===== config.mk =====
export PLATFORM = sky130hd
export DESIGN_NAME = reg_bus_initiator_flat
export DESIGN_NICKNAME = d
export VERILOG_FILES = /design/src/rtl/reg_bus_initiator_if.sv /design/src/rtl/reg_bus_initiator.sv /design/src/flat_wrapper.sv
export SDC_FILE = /design/constraint.sdc
export NUM_CORES = 1
export LEC_CHECK = 0
export BUFFER_PORTS_ARGS = -buffer_cell sky130_fd_sc_hd__buf_2
export CORE_MARGIN = 10
export CORE_UTILIZATION = 50
export DETAILED_ROUTE_END_ITERATION = 8
export PLACE_DENSITY = 0.85
export SETUP_SLACK_MARGIN = 0.3
export SLEW_MARGIN = 0
export SYNTH_ARGS = -nofsm -noshare
export SYNTH_HDL_FRONTEND = slang
export SYNTH_SLANG_ARGS = --single-unit

===== constraint.sdc =====
create_clock -name clk -period 5.4 [get_ports clk]
set_clock_uncertainty 0.15 [all_clocks]
set_input_delay 0.81 -clock clk [delete_from_list [all_inputs] [get_ports clk]]
set_output_delay 0.81 -clock clk [all_outputs]
set_load 0.1 [all_outputs]

===== src/rtl/reg_bus_initiator_if.sv =====
// memory_32_32 register bus: initiator drives ADDR/DATA_WR/WSTRB/WE/RE,
// responder returns DATA_RD/READY. outward/inward are the bus-side names for master/slave.
interface memory_32_32 #(
    parameter int ADDR_W = 32,
    parameter int DATA_W = 32
);
    logic [ADDR_W-1:0] ADDR;
    logic [DATA_W-1:0] DATA_WR;
    logic [DATA_W-1:0] DATA_RD;
    logic [3:0]        WSTRB;
    logic              WE;
    logic              RE;
    logic              READY;

    modport master  (output ADDR, DATA_WR, WSTRB, WE, RE, input DATA_RD, READY);
    modport slave   (input ADDR, DATA_WR, WSTRB, WE, RE, output DATA_RD, READY);
    modport outward (output ADDR, DATA_WR, WSTRB, WE, RE, input DATA_RD, READY);
    modport inward  (input ADDR, DATA_WR, WSTRB, WE, RE, output DATA_RD, READY);
endinterface


===== src/rtl/reg_bus_initiator.sv =====
// Register-bus initiator: one valid/ready command becomes one SETUP/ACCESS bus transaction.
// Define REG_BUS_INITIATOR_TIMEOUT_EN to abort ACCESS after TIMEOUT_CYCLES without READY.
module reg_bus_initiator #(
    parameter int ADDR_W         = 32,
    parameter int DATA_W         = 32,
    parameter int TIMEOUT_CYCLES = 16
) (
    input  logic              clk,
    input  logic              rst_b,
    input  logic              cmd_valid,
    output logic              cmd_ready,
    input  logic              cmd_write,
    input  logic [ADDR_W-1:0] cmd_addr,
    input  logic [DATA_W-1:0] cmd_wdata,
    input  logic [3:0]        cmd_wstrb,
    output logic              rsp_valid,
    input  logic              rsp_ready,
    output logic [DATA_W-1:0] rsp_rdata,
    output logic              rsp_err,
    memory_32_32.outward      bus
);

    typedef enum logic [1:0] {IDLE, SETUP, ACCESS, RESP} state_t;

    state_t            state, state_next;
    logic [ADDR_W-1:0] addr_q, addr_d;
    logic [DATA_W-1:0] wdata_q, wdata_d;
    logic [3:0]        wstrb_q, wstrb_d;
    logic              we_q, we_d;
    logic              re_q, re_d;
    logic              write_q, write_d;
    logic              rsp_valid_d;
    logic              rsp_err_d;
    logic [DATA_W-1:0] rsp_rdata_d;

    if (TIMEOUT_CYCLES < 1) begin : g_bad_timeout
        $error("reg_bus_initiator: TIMEOUT_CYCLES must be >= 1");
    end

`ifdef REG_BUS_INITIATOR_TIMEOUT_EN
    localparam int CNT_W = $clog2(TIMEOUT_CYCLES + 1);
    logic [CNT_W-1:0] cnt_q, cnt_d;
`endif

    assign cmd_ready   = (state == IDLE);
    assign bus.ADDR    = addr_q;
    assign bus.DATA_WR = wdata_q;
    assign bus.WSTRB   = wstrb_q;
    assign bus.WE      = we_q;
    assign bus.RE      = re_q;

    always_ff @(posedge clk or negedge rst_b) begin
        if (!rst_b) begin
            state <= IDLE;
        end else begin
            state <= state_next;
        end
    end

    // Next-state and next-value logic; every registered output is recomputed here.
    always_comb begin
        state_next  = state;
        addr_d      = addr_q;
        wdata_d     = wdata_q;
        wstrb_d     = wstrb_q;
        we_d        = we_q;
        re_d        = re_q;
        write_d     = write_q;
        rsp_valid_d = rsp_valid;
        rsp_err_d   = rsp_err;
        rsp_rdata_d = rsp_rdata;
`ifdef REG_BUS_INITIATOR_TIMEOUT_EN
        cnt_d       = cnt_q;
`endif
        case (state)
            IDLE: begin
                if (cmd_valid) begin
                    if (cmd_addr[1:0] != 2'b00) begin
                        rsp_valid_d = 1'b1;
                        rsp_err_d   = 1'b1;
                        rsp_rdata_d = '0;
                        state_next  = RESP;
                    end else begin
                        addr_d     = cmd_addr;
                        write_d    = cmd_write;
                        wstrb_d    = cmd_write ? cmd_wstrb : 4'h0;
                        if (cmd_write) begin
                            wdata_d = cmd_wdata;
                        end
                        state_next = SETUP;
                    end
                end
            end
            SETUP: begin
                we_d       = write_q;
                re_d       = !write_q;
`ifdef REG_BUS_INITIATOR_TIMEOUT_EN
                cnt_d      = '0;
`endif
                state_next = ACCESS;
            end
            ACCESS: begin
                if (bus.READY) begin
                    we_d        = 1'b0;
                    re_d        = 1'b0;
                    rsp_valid_d = 1'b1;
                    rsp_err_d   = 1'b0;
                    rsp_rdata_d = write_q ? '0 : bus.DATA_RD;
                    state_next  = RESP;
`ifdef REG_BUS_INITIATOR_TIMEOUT_EN
                end else if (cnt_q == CNT_W'(TIMEOUT_CYCLES - 1)) begin
                    // This edge is the TIMEOUT_CYCLES-th ACCESS edge without READY.
                    cnt_d       = cnt_q + 1'b1;
                    we_d        = 1'b0;
                    re_d        = 1'b0;
                    rsp_valid_d = 1'b1;
                    rsp_err_d   = 1'b1;
                    rsp_rdata_d = '0;
                    state_next  = RESP;
                end else begin
                    cnt_d       = cnt_q + 1'b1;
`endif
                end
            end
            RESP: begin
                if (rsp_ready) begin
                    rsp_valid_d = 1'b0;
                    state_next  = IDLE;
                end
            end
            default: state_next = IDLE;
        endcase
    end

    always_ff @(posedge clk or negedge rst_b) begin
        if (!rst_b) begin
            addr_q    <= '0;
            wdata_q   <= '0;
            wstrb_q   <= 4'h0;
            we_q      <= 1'b0;
            re_q      <= 1'b0;
            write_q   <= 1'b0;
            rsp_valid <= 1'b0;
            rsp_err   <= 1'b0;
            rsp_rdata <= '0;
        end else begin
            addr_q    <= addr_d;
            wdata_q   <= wdata_d;
            wstrb_q   <= wstrb_d;
            we_q      <= we_d;
            re_q      <= re_d;
            write_q   <= write_d;
            rsp_valid <= rsp_valid_d;
            rsp_err   <= rsp_err_d;
            rsp_rdata <= rsp_rdata_d;
        end
    end

`ifdef REG_BUS_INITIATOR_TIMEOUT_EN
    always_ff @(posedge clk or negedge rst_b) begin
        if (!rst_b) begin
            cnt_q <= '0;
        end else begin
            cnt_q <= cnt_d;
        end
    end
`endif

endmodule


===== src/flat_wrapper.sv =====
// flat-port wrapper written by rule: the top's interface ports become plain ports
module reg_bus_initiator_flat 
#(
    parameter int ADDR_W         = 32,
    parameter int DATA_W         = 32,
    parameter int TIMEOUT_CYCLES = 16
)
  (clk, rst_b, cmd_valid, cmd_ready, cmd_write, cmd_addr, cmd_wdata, cmd_wstrb, rsp_valid, rsp_ready, rsp_rdata, rsp_err, bus_ADDR, bus_DATA_WR, bus_WSTRB, bus_WE, bus_RE, bus_DATA_RD, bus_READY);
  memory_32_32 #(.ADDR_W(ADDR_W), .DATA_W(DATA_W)) bus_i ();
  input  logic clk;
  input  logic rst_b;
  input  logic cmd_valid;
  output logic cmd_ready;
  input  logic cmd_write;
  input  logic [ADDR_W-1:0] cmd_addr;
  input  logic [DATA_W-1:0] cmd_wdata;
  input  logic [3:0] cmd_wstrb;
  output logic rsp_valid;
  input  logic rsp_ready;
  output logic [DATA_W-1:0] rsp_rdata;
  output logic rsp_err;
  output wire logic [$bits(bus_i.ADDR)-1:0] bus_ADDR;
  output wire logic [$bits(bus_i.DATA_WR)-1:0] bus_DATA_WR;
  output wire logic [$bits(bus_i.WSTRB)-1:0] bus_WSTRB;
  output wire logic [$bits(bus_i.WE)-1:0] bus_WE;
  output wire logic [$bits(bus_i.RE)-1:0] bus_RE;
  input wire logic [$bits(bus_i.DATA_RD)-1:0] bus_DATA_RD;
  input wire logic [$bits(bus_i.READY)-1:0] bus_READY;
  assign bus_ADDR = bus_i.ADDR;
  assign bus_DATA_WR = bus_i.DATA_WR;
  assign bus_WSTRB = bus_i.WSTRB;
  assign bus_WE = bus_i.WE;
  assign bus_RE = bus_i.RE;
  assign bus_i.DATA_RD = bus_DATA_RD;
  assign bus_i.READY = bus_READY;
  reg_bus_initiator #(.ADDR_W(ADDR_W), .DATA_W(DATA_W), .TIMEOUT_CYCLES(TIMEOUT_CYCLES)) u_core (.clk(clk), .rst_b(rst_b), .cmd_valid(cmd_valid), .cmd_ready(cmd_ready), .cmd_write(cmd_write), .cmd_addr(cmd_addr), .cmd_wdata(cmd_wdata), .cmd_wstrb(cmd_wstrb), .rsp_valid(rsp_valid), .rsp_ready(rsp_ready), .rsp_rdata(rsp_rdata), .rsp_err(rsp_err), .bus(bus_i));
endmodule

# Yosys cells after proc, flatten, opt, wreduce, memory -nomap -nowiden
# Cells that the tools add are included.
word_totals:
  inputBits: 106
  reg_bits: 107
  mem_bits_ro: 0
  ramBits: 0
  elab_cells: 50
  memories: 0
  out_inout_bits: 105
  latch_bits: 0
classes:
  bitwise_logic: 1
  n_shift: 0
  order_cmp: 0
  n_addsub: 0
  multipliers: 0
  reduce_logical: 12
  n_div: 0
  eq_ne: 7
  n_mux: 20
op_table:
  columns: ["cell", "n"]
  rows:
  - ["32-bit two-way mux", 4]
  - ["32-bit case mux with 2 select lines", 1]
  - ["2-bit two-way mux", 4]
  - ["2-bit case mux with 4 select lines", 1]
  - ["4-bit AND reduction", 2]
  - ["2-bit != test (second input constant)", 3]
  - ["1-bit case mux with 2 select lines", 3]
  - ["3-bit AND reduction", 2]
  - ["2-bit nonzero test", 3]
  - ["1-bit two-way mux", 5]
  - ["5-bit AND reduction", 1]
  - ["2-bit equality test (second input constant)", 2]
  - ["4-bit two-way mux", 1]
  - ["1-bit case mux with 3 select lines", 1]
  - ["3-bit nonzero test", 1]
  - ["2-bit by 1-bit equality test with 1-bit output (second input constant)", 1]
  - ["2-bit logical NOT", 1]
  - ["2-bit by 1-bit != test with 1-bit output (second input constant)", 1]
  - ["2-bit AND reduction", 1]
  - ["1-bit logical NOT", 1]
  - ["1-bit NOT", 1]

# Depth between registers and ports, before layout
# Gate-level depths: netlist of run 1.
depth:
  word_depth: 4
  depth_mapped: 7
  ltp_nobuf: 5

# Least setup slack after synthesis of run 1
# No wires, ideal clock.
synth_path:
  path_kind: "flip-flop to flip-flop"
  from: "register u_core.state[0]"
  to: "register u_core.addr_q[10] (netlist: u_core.bus.ADDR[10])"
  slack_ns: 2.723
  path_buffers: 2
  required_time_ns: 5.125
  arrival_ns: 2.401
  setup_ns: 0.125
  path_stages_with_launch: 7
  period_less_slack_ns: 2.677
  path_cell_list: "dfrtp_1 -> inv_1 -> ha_1 -> and4bb_1 -> buf_4 -> buf_2 -> mux2_2"
synth_between:
  elab_chain_cells: 2
synth_rtl:
  columns: ["item", "line", "source"]
  rows:
  - ["start: declaration", "reg_bus_initiator.sv:25", "state_t state, state_next;"]
  - ["start signal: assignment", "reg_bus_initiator.sv:56", "state <= state_next;"]
  - ["2-bit logical NOT", null, null]
  - ["named net cmd_ready", "flat_wrapper.sv:13", "output logic cmd_ready;"]
  - ["3-bit AND reduction (no source line)", null, null]
  - ["end signal: assignment", "reg_bus_initiator.sv:147", "addr_q <= addr_d;"]
  - ["end: declaration", "reg_bus_initiator.sv:26", "logic [ADDR_W-1:0] addr_q, addr_d;"]
# The timed path passes the listed nets, and every way through them passes these cells.
# A chain may end at the register's enable or synchronous reset.

# Final worst setup path of run 1
layout_path:
  from: "register u_core.state[1]"
  to: "register u_core.wdata_q[8] (netlist: u_core.bus.DATA_WR[8])"
layout_between:
  elab_chain_cells: 2
layout_rtl:
  columns: ["item", "line", "source"]
  rows:
  - ["2-bit logical NOT", "reg_bus_initiator.sv:75", "case (state)"]
  - ["4-bit AND reduction (no source line)", null, null]
  - ["end signal: assignment", "reg_bus_initiator.sv:148", "wdata_q <= wdata_d;"]
  - ["end: declaration", "reg_bus_initiator.sv:27", "logic [DATA_W-1:0] wdata_q, wdata_d;"]
# No other way between the ends.

==> impl_metrics.yaml, run 1 <==
synth:
  syn_avg_cell_area_um2: 13.5
  yosysSeqAreaShare_pct: 59.4
  ys_ff_latch: 107
  synthesis.area_um2: 4510
  syn-instance-count: 333
  yosysWarnings: 0
  syn_nets: 444
  synth_cell_types: 25
final_layout:
  drive_above_1_share_pct: 53.9
  fin_nets: 651
  fillers: 660
  areaGrowthSynthToFinish_pct: 28.4
  antenna_cells: 0
drt:
  drc: 0
  antenna_left: 0
  vias: 3174
  viasPerCell: 4.86
  first_pass_iters: 4
  drtIter0Drc: 131
  wl_per_cell_um: 17.4
  wl_um: 11300
clock_network:
  insertion_delay_ns: 0.36
  cts_buffers: 9
  clockBufferDepth: 2
  cts_num_sinks: 107
  hold_buffers: 0
  cts_setup_buffers: 0
  cts_tree: "done"
  h-tree-depth: 3
  root_buffer: "clkbuf_8"
  clkTransAtPathRegs_ns: 0.11
  post_cts_resized: 0
job:
  drv_cap: 0
timing:
  worstMarginPinSlew_ns: 1.20
  min_period_ns: 3.15
  rsz0062_at_grt: "false"
  fmax_mhz: 317
  slew-limit-headroom_pct: 19.6
  finalCritPeriodShare_pct: 58.4
  setup_viol_count_final: 0
  fin_setup_tns_ns: 0
  hold_viol: 0
  slew_viol_final: 0
die:
  fp.dieW_um: 115
  ios: 211
  die_h_um: 115
  start_util_pct: 51.4
  core_area_um2: 8760
  rows: 34
  die_area_um2: 13200
worst_setup_path:
  critPathLaunch: "u_core.state[1]$_DFFE_PN0P_"
  path_max_fanout: 42
  crit_type: "flop to flop"
  crit_required_ns: 5.49
  critPathCaptureType: "flop"
  critPathLaunchType: "flop"
  critical_path_arrival_ns: 3.24
  timing.rr.start: "u_core.state[1]$_DFFE_PN0P_"
global_route:
  grt_max_degree: 55
  grt_overflow_total: 0
  antenna_found_initial: 0
  grt.total_usage_pct: 16.6
  grt_pass1_wl_um: 17800
  grt_pass1_vias: 3454
outcome:
  status: "complete, no violations"
place:
  gp_congestion: 0.758
  post-dp-hpwl_um: 8800
  portBuffers: 210
min_path:
  hold_class: "input pin to async pin"
[cell families (layout without fill, tap and decap cells)]
kind of cell             count (synthesis)  count (layout)  synth area share (%)
AND/OR/NAND/NOR                         50              50                  4.94
flip-flops                             107             107                  59.4
adder cells (fa/ha/maj)                  5               5                  1.39
multiplexers                            98              98                  25.9
buffers and inverters                   58             270                  6.02
AO/OA/AOI/OAI                           15              15                  2.33
[sequential cells by signal, summed over array words and instances, names as in the netlist]
register	cells
u_core.bus.ADDR	32
u_core.bus.DATA_WR	32
u_core.rsp_rdata	32
u_core.bus.WSTRB	4
u_core.state	2
u_core.bus.RE	1
u_core.bus.WE	1
u_core.rsp_err	1
u_core.rsp_valid	1
u_core.write_q	1
[metrics by stage]
step | std cells | hold WS [ns] | setup WS (ns) | utilization, % | instance area (µm²)
after floorplan | 333 | 0.364 | 2.72 | - | 4510
after global placement | 637 | 0.333 | 2.24 | 63.9 | 5600
after detailed placement | 637 | 0.337 | 2.18 | 63.9 | 5600
after CTS | 653 | 0.345 | 2.25 | 66.1 | 5790
after global routing | 653 | 0.358 | 2.10 | 66.1 | 5790
final | 653 | 0.315 | 2.25 | 66.1 | 5790
[Yosys cell counts]
library cell / count / area (µm²)
o21ai_0: 8 / 40.0
and4bb_1: 1 / 12.5
nor3b_1: 1 / 7.51
dfrtp_1: 107 / 2680
clkbuf_1: 5 / 18.8
inv_1: 42 / 158
a2bb2oi_1: 1 / 8.76
ha_1: 5 / 62.6
mux2i_1: 35 / 350
o2bb2ai_1: 1 / 8.76
nand2_4: 1 / 11.3
buf_4: 1 / 7.51
nor2_1: 5 / 18.8
mux2_2: 34 / 383
a211oi_4: 1 / 20.0
a221oi_1: 1 / 8.76
clkbuf_2: 1 / 5.00
a21oi_1: 2 / 10.0
a2111oi_0: 1 / 8.76
nor2b_1: 4 / 25.0
nand2_1: 34 / 128
nand3_1: 4 / 20.0
mux2_4: 29 / 435
buf_2: 3 / 15.0
buf_6: 6 / 67.6
[area by class of cell]
type                    count  area [µm²]  share of cell area, %
clock inverters             4        33.8                  0.584
flip-flops and latches    107        2680                   46.3
clock buffers              12         155                   2.68
multi-input cells         168        1560                   27.0
repair buffers            212        1070                   18.5
well taps                 108         135                   2.33
inverters                  42         158                   2.72
[critical path, cell delays in order (launching register included)]
cell      delay [ns]
dfrtp_1         0.42
inv_1           0.12
ha_1            0.34
and4bb_2        0.95
nand2_4         0.55
mux2_4          0.45
[routing by layer]
metal	wire (µm)	global-route usage, %	vias up
met4	94	3.96	0
met1	4380	18.5	1540
met5	0	0	-
li1	-	-	1507
met3	1190	7.76	8
met2	5670	28.3	119
[cell usage in the layout (no fill, tap or decap), drive strengths merged, types with 2 or more instances in the layout]
cell and count:
a21oi 2, buf 212, clkbuf 12, clkinv 2, dfrtp 107, ha 5, inv 43, mux2 63
mux2i 35, nand2 35, nand3 4, nor2 5, nor2b 4, o21ai 8
[final timing paths]
check	to	slack (ns)	cells after the start
max	u_core.bus.DATA_WR[8]$_DFFE_PN0P_	2.25	5
min	u_core.rsp_rdata[26]$_DFFE_PN0P_	0.32	1
max reg2reg	u_core.bus.DATA_WR[8]$_DFFE_PN0P_	2.25	5
min reg2reg	u_core.bus.DATA_WR[23]$_DFFE_PN0P_	0.36	1
max in group asynchronous	u_core.bus.DATA_WR[22]$_DFFE_PN0P_	3.61	2
min in group clk	u_core.bus.DATA_WR[23]$_DFFE_PN0P_	0.36	1
Power of run 1 is left out: the tool's default activity adds up to more than one toggle a clock period on the data nets, which glitch-free logic cannot reach.
==> run 2, diff against run 1 <==
--- a/config.mk
+++ b/config.mk
@@ -7,9 +7,9 @@
 export LEC_CHECK = 0
 export BUFFER_PORTS_ARGS = -buffer_cell sky130_fd_sc_hd__buf_2
 export CORE_MARGIN = 10
-export CORE_UTILIZATION = 50
+export CORE_UTILIZATION = 47
 export DETAILED_ROUTE_END_ITERATION = 8
-export PLACE_DENSITY = 0.85
+export PLACE_DENSITY = 0.81
 export SETUP_SLACK_MARGIN = 0.3
 export SLEW_MARGIN = 0
 export SYNTH_ARGS = -nofsm -noshare
==> constraint.sdc (replaced) <==
create_clock -name clk -period 2.92 [get_ports clk]
set_clock_uncertainty 0.15 [all_clocks]
set_input_delay 0.438 -clock clk [delete_from_list [all_inputs] [get_ports clk]]
set_output_delay 0.438 -clock clk [all_outputs]
set_load 0.1 [all_outputs]
==> impl_metrics.yaml, run 2 (synthesis results as in run 1) <==
outcome:
  status: "complete, no violations"
final_layout:
  fin_nets: 655
  layout_commonest_cell: "buf_2"
  final_cell_mix: "209 x buf_2, 107 x dfrtp_1, 42 x inv_1"
  drive_above_1_share_pct: 54.5
  finalCoreUtilization_pct: 63.4
  antenna_cells: 0
  areaGrowthSynthToFinish_pct: 30.5
global_route:
  grt_max_degree: 69
  grt_overflow_total: 0
  grt_pass1_wl_um: 19600
  grt.total_usage_pct: 17.2
  grt_pass1_vias: 3671
  antenna_found_initial: 0
timing:
  fin_setup_tns_ns: 0
  hold_viol: 0
  fmax_mhz: 444
  slew_viol_final: 0
  rsz0062_at_grt: "false"
  worstMarginPinSlew_ns: 0.833
  min_period_ns: 2.25
  finalCritPeriodShare_pct: 77.1
  setup_viol_count_final: 0
  slew-limit-headroom_pct: 44.5
die:
  die_area_um2: 13900
  rows: 35
  die_h_um: 118
  core_area_um2: 9280
  start_util_pct: 48.6
  fp.dieW_um: 118
  ios: 211
worst_setup_path:
  cp-endpoint: "u_core.rsp_rdata[17]$_DFFE_PN0P_"
  worst-path-buf-inv: 2
  critPathLaunch: "u_core.state[0]$_DFFE_PN0P_"
  cp_slowest_cell: "nor2b_1"
  crit_required_ns: 2.99
  crit_type: "flop to flop"
  reg2reg_depth: 6
  cp_num_cells: 6
  slowest_delay_ns: 0.55
  path_cells: "inv_1 > ha_1 > nor2b_1 > a211oi_4 > buf_4 > mux2i_1"
  critPathCaptureType: "flop"
  critical_path_arrival_ns: 2.32
  path_max_fanout: 32
  path_delay_family: "simple AND/OR/NAND/NOR gates"
  timing.rr.start: "u_core.state[0]$_DFFE_PN0P_"
  critPathLaunchType: "flop"
  r2r_end: "u_core.rsp_rdata[17]$_DFFE_PN0P_"
  rrSetupSlack_ns: 0.67
drt:
  antenna_left: 0
  first_pass_iters: 4
  viasPerCell: 4.72
  vias: 3198
  drtIter0Drc: 132
  drc: 0
  wl_per_cell_um: 17.7
  wl_um: 12000
clock_network:
  root_buffer: "clkbuf_8"
  hold_buffers: 0
  clockBufferDepth: 2
  insertion_delay_ns: 0.35
  cts_setup_buffers: 0
  cts_buffers: 9
  cts_tree: "done"
  clkTransAtPathRegs_ns: 0.10
  post_cts_resized: 0
  cts_num_sinks: 107
  h-tree-depth: 3
place:
  post-dp-hpwl_um: 9250
  gp_congestion: 0.770
  portBuffers: 210
job:
  drv_cap: 0
min_path:
  hold_class: "input pin to async pin"
==> run 2: layout make-up <==
class / instances / area [µm²]
Fill cell: 764 / 3400
Sequential cell: 107 / 2680
Multi-Input combinational cell: 168 / 1560
Timing Repair Buffer: 216 / 1100
Tap cell: 129 / 161
Inverter: 42 / 158
Clock buffer: 11 / 141
Clock inverter: 5 / 83.8
==> run 2: layer usage <==
layer / track usage (%) / up-vias / routed length (µm)
li1: - / 1508 / -
met1: 18.8 / 1555 / 4790
met2: 30.6 / 116 / 6210
met3: 4.75 / 19 / 682
met4: 6.88 / 0 / 291
met5: 0 / - / 0
==> run 2: worst reg2reg max path: cells and delay by family, from the launching register on <==
kind | cells | cell delay (ns)
simple gates | 1 | 0.55
mux | 1 | 0.20
fa+ha+maj | 1 | 0.31
flops | 1 | 0.41
compound gates | 1 | 0.04
buf+inv | 2 | 0.45
==> run 2: worst min-delay path by stage <==
stage	from	to	cells past startpoint
after floorplan	rst_b	u_core.bus.ADDR[0]$_DFFE_PN0P_	0
after global placement	u_core.bus.ADDR[1]$_DFFE_PN0P_	u_core.bus.ADDR[1]$_DFFE_PN0P_	1
after detailed placement	u_core.bus.DATA_WR[19]$_DFFE_PN0P_	u_core.bus.DATA_WR[19]$_DFFE_PN0P_	1
after CTS	rst_b	u_core.rsp_rdata[2]$_DFFE_PN0P_	1
after global routing	rst_b	u_core.rsp_rdata[2]$_DFFE_PN0P_	1
final	rst_b	u_core.rsp_rdata[3]$_DFFE_PN0P_	1
==> run 2: metrics by stage <==
step           setup WS (ns)  std cells  cell area, µm²  hold WS (ns)
6_report               0.669        678            5880       0.00873
5_1_grt                0.503        678            5880        0.0507
4_1_cts                0.651        678            5880        0.0255
3_5_place_dp           0.668        662            5660         0.337
3_3_place_gp           0.756        662            5660         0.328
2_1_floorplan          0.614        333            4510      -0.00759
Power of run 2 is left out for the same reason.
==> run 3, diff against run 2 <==
==> constraint.sdc (replaced) <==
create_clock -name clk -period 2.25 [get_ports clk]
set_clock_uncertainty 0.15 [all_clocks]
set_input_delay 0.3375 -clock clk [delete_from_list [all_inputs] [get_ports clk]]
set_output_delay 0.3375 -clock clk [all_outputs]
set_load 0.1 [all_outputs]
==> impl_metrics.yaml, run 3 (synthesis results as in run 1) <==
global_route:
  grt_max_degree: 47
  grt_pass1_wl_um: 19500
  grt.total_usage_pct: 17.2
  grt_pass1_vias: 3762
  antenna_found_initial: 0
  grt_overflow_total: 0
final_layout:
  drive_above_1_share_pct: 56.8
  postLayoutCellArea_um2: 6190
  antenna_cells: 0
  multiInputGateArea_um2: 1620
  fillers: 738
  seq_area_um2: 2680
  areaGrowthSynthToFinish_pct: 37.3
  fin_nets: 672
  final_cell_mix: "208 x buf_2, 106 x dfrtp_1, 40 x inv_1"
  layout_commonest_cell: "buf_2"
worst_setup_path:
  critPathLaunchType: "flop"
  critPathCaptureType: "flop"
  r2r_end: "u_core.bus.DATA_WR[12]$_DFFE_PN0P_"
  timing.rr.start: "u_core.state[1]$_DFFE_PN0P_"
  reg2reg_depth: 6
  crit_required_ns: 2.35
  rrSetupSlack_ns: 0.29
  path_max_fanout: 10
  critical_path_arrival_ns: 2.06
  crit_type: "flop to flop"
min_path:
  min_from: "cmd_wdata[30]"
  hold_class: "input pin to flop"
  hold-path-endpoint: "u_core.bus.DATA_WR[30]$_DFFE_PN0P_"
  worstHoldPathCells: 2
die:
  rows: 35
  start_util_pct: 48.6
  die_h_um: 118
  fp.dieW_um: 118
  ios: 211
  die_area_um2: 13900
  core_area_um2: 9280
timing:
  setup_viol_count_final: 0
  setup_slack_ns: 0.290
  finalCritPeriodShare_pct: 87.1
  fin_setup_tns_ns: 0
  slew_viol_final: 0
  worstMarginPinSlew_ns: 0.513
  slew-limit-headroom_pct: 66.0
  hold_viol: 0
  rsz0062_at_grt: "true"
  fmax_mhz: 510
  min_period_ns: 1.96
place:
  post-dp-hpwl_um: 9300
  placed_area_um2: 5750
  gp_congestion: 0.762
  pre_cts_ws_ns: 0.148
  portBuffers: 210
outcome:
  status: "complete, no violations"
clock_network:
  cts_num_sinks: 107
  cts_tree: "done"
  root_buffer: "clkbuf_8"
  h-tree-depth: 3
  clkTransAtPathRegs_ns: 0.10
  clockBufferDepth: 2
  insertion_delay_ns: 0.35
  cts_buffers: 9
drt:
  wl_per_cell_um: 17.8
  vias: 3278
  drtIter0Drc: 139
  drc: 0
  first_pass_iters: 4
  antenna_left: 0
  viasPerCell: 4.72
  wl_um: 12300
job:
  drv_cap: 0
==> run 3: cell type report <==
class	instances	share of cell area [%]
multi-input combinational	168	26.2
inverter	42	2.55
sequential	107	43.3
tap	129	2.61
clock inverter	4	0.829
clock buffer	11	2.12
timing repair buffer	233	22.5
==> run 3: per-layer routing <==
metal	vias to the layer above	share of wire, %	wire (µm)	track usage [%]
li1	1542	-	-	-
met1	1586	40	4980	19.2
met2	134	51	6290	30.3
met3	16	7.1	880	5.28
met4	0	1.5	189	5.87
met5	-	0	0	0
==> run 3: worst max-delay path by stage <==
stage	startpoint	endpoint	slack, ns	cells past startpoint
floorplan	u_core.state[1]$_DFFE_PN0P_	u_core.bus.DATA_WR[0]$_DFFE_PN0P_	0.23	7
global placement	u_core.state[1]$_DFFE_PN0P_	u_core.bus.ADDR[23]$_DFFE_PN0P_	0.29	5
detailed placement	u_core.state[0]$_DFFE_PN0P_	u_core.state[1]$_DFFE_PN0P_	0.15	5
CTS	u_core.state[1]$_DFFE_PN0P_	u_core.rsp_rdata[21]$_DFFE_PN0P_	0.25	6
global route	u_core.state[1]$_DFFE_PN0P_	u_core.bus.DATA_WR[14]$_DFFE_PN0P_	0.25	6
finish	u_core.state[1]$_DFFE_PN0P_	u_core.bus.DATA_WR[12]$_DFFE_PN0P_	0.29	6
==> run 3: what timing repair did <==
action | in CTS | in global routing
pin swaps | 2 | 3
gates cloned | 1 | 4
hold buffers | 1 | 0
setup endpoints to repair | 64 | 62
gates resized for setup | 9 | 8
hold endpoints to repair | 25 | 0
setup buffers | 3 | 4
==> run 3: through the flow <==
step / util [%] / std cells / hold slack (ns)
floorplan: - / 333 / -0.108
global placement: 61.9 / 666 / 0.127
detailed placement: 61.9 / 666 / 0.136
CTS: 65.0 / 686 / 0.0297
global route: 66.7 / 694 / 0.0301
finish: 66.7 / 694 / 0.0563
==> run 3: critical path, cell delays in order (launching register included) <==
cell and delay [ns]:
dfrtp_2 0.46, inv_2 0.11, ha_4 0.19, and4bb_4 0.33, nand2_8 0.13, clkbuf_16 0.19, mux2_4 0.30
Power of run 3 is left out for the same reason.
